==> src/rtl/pst_fetch.sv <==
// Instruction-fetch stage: PC register, ROM word addressing and the IF/ID
// pipeline register, with stall/flush/redirect handling and a RUN/HALTED FSM.
module pst_fetch #(
  parameter logic [31:0] PC_RESET     = 32'h0000_0000,
  parameter int          IM_ADDR_BITS = 10
) (
  input  logic                    clk,
  input  logic                    rst,
  input  logic                    en,
  input  logic                    stall,
  input  logic                    flush,
  input  logic                    redirect_valid,
  input  logic [31:0]             redirect_pc,
  input  logic                    halt,
  input  logic                    resume,
  output logic [IM_ADDR_BITS-1:0] im_addr,
  input  logic [31:0]             im_data,
  output logic [31:0]             inst,
  output logic [31:0]             pc_id,
  output logic [31:0]             pc4_id,
  output logic                    valid_id,
  output logic [31:0]             pc,
  output logic                    halted,
  output logic [31:0]             cnt_fetch,
  output logic [31:0]             cnt_bubble
);

  typedef enum logic {RUN, HALTED} state_t;

  state_t      state;
  logic [31:0] pc_next4;
  logic        unused_bits;

  // Word-aligned ROM addressing; upper PC bits alias so the ROM wraps.
  assign im_addr     = pc[IM_ADDR_BITS+1:2];
  assign pc_next4    = pc + 32'd4;
  assign halted      = (state == HALTED);
  assign unused_bits = ^redirect_pc[1:0];

  // ---- IF -> ID boundary: PC, IF/ID register, FSM and counters ----
  always_ff @(posedge clk) begin
    if (rst) begin
      pc         <= PC_RESET;
      inst       <= '0;
      pc_id      <= '0;
      pc4_id     <= '0;
      valid_id   <= 1'b0;
      state      <= RUN;
      cnt_fetch  <= '0;
      cnt_bubble <= '0;
    end else if (en) begin
      if (state == HALTED) begin
        // halt wins over a simultaneous resume
        if (resume && !halt) state <= RUN;
      end else if (halt) begin
        state      <= HALTED;
        inst       <= '0;
        pc_id      <= '0;
        pc4_id     <= '0;
        valid_id   <= 1'b0;
        cnt_bubble <= cnt_bubble + 32'd1;
      end else if (redirect_valid) begin
        pc         <= {redirect_pc[31:2], 2'b00};
        inst       <= '0;
        pc_id      <= '0;
        pc4_id     <= '0;
        valid_id   <= 1'b0;
        cnt_bubble <= cnt_bubble + 32'd1;
      end else if (stall) begin
        if (flush) begin
          inst       <= '0;
          pc_id      <= '0;
          pc4_id     <= '0;
          valid_id   <= 1'b0;
          cnt_bubble <= cnt_bubble + 32'd1;
        end
      end else if (flush) begin
        pc         <= pc_next4;
        inst       <= '0;
        pc_id      <= '0;
        pc4_id     <= '0;
        valid_id   <= 1'b0;
        cnt_bubble <= cnt_bubble + 32'd1;
      end else begin
        pc        <= pc_next4;
        inst      <= im_data;
        pc_id     <= pc;
        pc4_id    <= pc_next4;
        valid_id  <= 1'b1;
        cnt_fetch <= cnt_fetch + 32'd1;
      end
    end
  end

endmodule

==> config.mk <==
export PLATFORM = sky130hd
export DESIGN_NAME = pst_fetch
export DESIGN_NICKNAME = d
export VERILOG_FILES = /design/src/rtl/pst_fetch.sv
export SDC_FILE = /design/constraint.sdc
export NUM_CORES = 1
export LEC_CHECK = 0
export CAP_MARGIN = 20
export CORE_UTILIZATION = 50
export CTS_CLUSTER_DIAMETER = 200
export DETAILED_ROUTE_END_ITERATION = 6
export HOLD_SLACK_MARGIN = 0.12
export PLACE_DENSITY = 0.94
export SLEW_MARGIN = 20
export SYNTH_ARGS = -nofsm -noshare
export SYNTH_HDL_FRONTEND = slang
export SYNTH_SLANG_ARGS = --single-unit
==> constraint.sdc <==
create_clock -name clk -period 2.95 [get_ports clk]
set_clock_uncertainty 0.05 [all_clocks]
set_input_delay 0.295 -clock clk [delete_from_list [all_inputs] [get_ports clk]]
set_output_delay 0.295 -clock clk [all_outputs]
set_load 0.03 [all_outputs]
# Word level (Yosys, flattened, before mapping)
# Index checks and enable logic that the tools add are counted.
# word_totals
regBits	194
out_inout_bits	204
word_cells	51
# op_classes
muxes	26
n_bitwise	5
addsub	3
n_eq_ne	2
n_reduce_logical	7
# ops
operator	count
$mux W32	18
$add A32 B1 Y32 const B	2
$add A32 B3 Y32 const B	1
$mux W1	8
$reduce_and A3 Y1	2
$reduce_and A6 Y1	1
$not A1 Y1	5
$ne A4 B1 Y1 const B	1
$reduce_and A4 Y1	1
$reduce_bool A3 Y1	1
$ne A2 B1 Y1 const B	1
$logic_and A1 B1 Y1	1
$logic_not A1 Y1	1

# Longest topological paths before layout
# logic_depth
ltp_word	5
ltp_mapped	7

# Worst setup path after synthesis
# OpenSTA, ideal clock, no wires.
# synth_path
path_kind	reg-to-reg
from	reg pc[20]
to	reg pc4_id[31]
slack_ns	0.671
path_buffers	1
path_stages_with_launch	7
arrival_time_ns	2.112
path_cell_list	dfxtp_1 buf_2 nand4_2 or4_4 or4_4 xnor2_2 a22o_1
# synth_between
elab_chain_cells	5
# synth_lines
element	line_no	text
from (decl)	22	output logic [31:0] pc,
from (signal assigned)	63	pc <= {redirect_pc[31:2], 2'b00};
from (signal assigned)	78	pc <= pc_next4;
from (signal assigned)	85	pc <= pc_next4;
$add A32 B3 Y32	36	assign pc_next4 = pc + 32'd4;
$mux W32	77	end else if (flush) begin
$mux W32	69	end else if (stall) begin
$mux W32	62	end else if (redirect_valid) begin
$mux W32	55	end else if (halt) begin
to (signal assigned)	88	pc4_id <= pc_next4;
to (decl)	20	output logic [31:0] pc4_id,
# Every way passes these cells.
# A chain may end at the register's enable or synchronous reset.

# Final worst setup path
# layout_path
from	reg pc[3]
to	reg pc[18]
# layout_between
elab_chain_cells	3
# layout_lines
element	line_no
$add A32 B3 Y32	36
$mux W32	69
$mux W32	62
# Every way passes these cells. The select of a mux whose other input is x is not followed.

==> reports/metrics.yaml <==
cts_made_buffers: 17
yosys_warnings: 0
grt_pass1_wl_mm: 41.4
fmax_mhz: 408
viasPerCell: 5.95
fill_cells: 1180
dp.cells: 1407
post_cts_resized: 0
drc: 0
synth_top_area_share_pct: 44.7
clk_pin_slew_worst_paths_ns: 0.07
fin_util_pct: 71.6
setup_viol: 0
wl_mm: 26.3
end_kind: "register"
numPortBuffers: 271
first_pass_iters: 5
layout_commonest_cell: "clkdlybuf4s50_1"
worstPathMaxFanout: 8
cellLeakagePower_nw: 4.06
worst-path-stages: 6
reg2reg_to: "pc[18]$_SDFFE_PP0P_"
wire_per_inst_um: 18.3
htreeDepth: 4
clock_latency_ns: 0.42
synth_cells: 976
first_global_vias: 8082
arrival_ns: 2.75
yosys.area_share.simple_pct: 24.1
pin_count: 276
synthAdderAreaFrac_pct: 0.443
root_buffer: "clkbuf_16"
yosys.area.top_type: "dfxtp_1"
synth_area_um2: 8470
power_per_cell_area_nw_per_um2: 455
ir_drop_v: 0.000431
r2r_start: "pc[3]$_SDFFE_PP0P_"
grt_usage_pct: 29.7
ant_nets: 0
dr.first_iter.drc_count: 698
layout_min_cycle_time_ns: 2.45
synth-seq-area-share_pct: 44.7
fin_setup_tns_ns: 0
synth-xor-area-share_pct: 8.57
cts_setup_buffers: 0
startpoint: "pc[3]$_SDFFE_PP0P_"
async_flop_share_pct: 0
holdBufCountCts: 0
cts.sinks: 189
synth.area.mux_share_pct: 0.369
ys_top_cells_by_area: "dfxtp_1 (45%), nor2_1 (7.0%), a22oi_1 (6.6%), xnor2_1 (6.0%), a22o_1 (2.7%)"
maxCapViolCount: 0
cpPeakStageDelay_ns: 0.52
coreArea_um2: 16600
row_count: 47
start_util_pct: 51.1
synth_top_family_by_area: "simple AND/OR/NAND/NOR gates"
synth_edf_count: 0
hp-class: "input pin to register"
syn2layout_area_growth_pct: 40.2
worstMarginPinSlew_ns: 0.691
worstSetupPathType: "register to register"
grt-ovfl-total: 0
synth.distinct_cells: 60
r2r_slack_ns: 0.50
rsz0062_at_grt: "no"
antenna_found_initial: 0
crit_family: "simple AND/OR/NAND/NOR gates"
slew-limit-headroom_pct: 53.6
status: "finished, final reports clean"
rr_worst_depth: 6
die_w_um: 132
totalPowerFinal_w: 0.00540
crit_chain: "ha_1, nand3_2, nor3_1, nand3_1, or4_1, a31oi_1"
synth_compound_area_share_pct: 16.4
clockBufferDepth: 2
drive_gt1_share_pct: 6.81
fin_nets: 1281
die_h_um: 132
grt_max_degree: 62
finalHoldViolCount: 0
final_cell_mix: "clkdlybuf4s50_1 (269), dfxtp_1 (189), nor2_1 (159)"
postSynthRegisterBits: 189
antenna_cells: 0
start_kind: "register"
crit_slowest_cell: "dfxtp_1"
required_ns: 3.25
slew_viol_final: 0
critPathBufInv: 0
syn_avg_cell_area_um2: 8.68
die_area_um2: 17500
via_count: 8569
synthFlopType: "dfxtp_1"
period_share_pct: 83.1
critPathCapture: "pc[18]$_SDFFE_PP0P_"
finalNonFillerCells: 1439
cts_tree: "done"
gp_congestion: 0.955
dpl.hpwl_mm: 18.2
-- worst min-delay path by stage --
stage,startpoint,end,slack [ns],cells past startpoint
floorplan,im_data[0],inst[0]$_SDFFE_PP0P_,0.39,2
global placement,pc4_id[28]$_SDFFE_PP0P_,pc4_id[28]$_SDFFE_PP0P_,0.41,1
detailed placement,pc4_id[28]$_SDFFE_PP0P_,pc4_id[28]$_SDFFE_PP0P_,0.41,1
CTS,redirect_valid,pc[27]$_SDFFE_PP0P_,0.28,3
global route,redirect_valid,pc[27]$_SDFFE_PP0P_,0.32,3
finish,redirect_valid,pc[27]$_SDFFE_PP0P_,0.32,3
-- synth_stat cells, types with 4 or more instances --
| master | count |
|---|---|
| o31ai_1 | 5 |
| xnor2_1 | 58 |
| a22o_1 | 26 |
| o22ai_1 | 4 |
| and4_1 | 16 |
| a21o_1 | 4 |
| nand3_2 | 4 |
| inv_1 | 8 |
| xor2_1 | 23 |
| or4_1 | 4 |
| nor3_1 | 23 |
| a31oi_1 | 9 |
| nor4_1 | 16 |
| and3_1 | 17 |
| nand4_1 | 22 |
| buf_4 | 17 |
| and2_1 | 4 |
| clkbuf_1 | 50 |
| buf_2 | 20 |
| o21ai_0 | 29 |
| nand3_1 | 39 |
| nor2_1 | 159 |
| a22oi_1 | 74 |
| dfxtp_1 | 189 |
| or3_1 | 12 |
| a21oi_1 | 34 |
| nor2b_1 | 4 |
| nand2_1 | 58 |
-- cells by family after synthesis --
kind of cell | after synthesis
simple gates | 401
buf+inv | 96
mux | 3
fa+ha+maj | 3
flops | 189
xor+xnor | 82
other cells | 1
compound gates | 201
-- per-layer routing --
layer	global-route usage (%)	wire length, µm	part of all wire [%]
met1	35.4	10200	39
met2	51.2	13200	50
met3	6.34	2150	8.2
met4	13.2	752	2.9
met5	0	0	0
-- final cells by class --
cell class	instances	area, µm²	area share, %
flip-flops and latches	189	3780	31.9
clock buffers	18	439	3.70
well taps	220	275	2.32
inverters	8	30.0	0.253
clock inverters	14	160	1.35
multi-input cells	692	4250	35.8
repair buffers	298	2930	24.7
-- where the power goes --
group	total (W)	internal [W]	switching [W]	leakage [nW]
combinational	0.000456	0.000194	0.000262	2.26
sequential	0.00262	0.00257	0.0000422	1.52
clock	0.00233	0.00129	0.00104	0.279
-- worst reg2reg max path: stages, from the launching register on --
cell	delay, ns
dfxtp_1	0.52
ha_1	0.34
nand3_2	0.20
nor3_1	0.44
nand3_1	0.22
or4_1	0.45
a31oi_1	0.16
-- sequential cells by signal, summed over array words and instances, names as in the netlist --
name,cells
cnt_bubble,32
cnt_fetch,32
inst,32
pc_id,31
pc4_id,30
pc,30
halted,1
valid_id,1
-- metrics by stage --
| stage | hold slack [ns] | setup slack, ns | instance area, µm² |
|---|---|---|---|
| finish | 0.315 | 0.498 | 11900 |
| global route | 0.324 | 0.403 | 11900 |
| CTS | 0.283 | 0.572 | 11900 |
| detailed placement | 0.413 | 0.340 | 11300 |
| global placement | 0.412 | 0.405 | 11300 |
| floorplan | 0.393 | 0.671 | 8470 |
(Power assumes the default switching activity.)
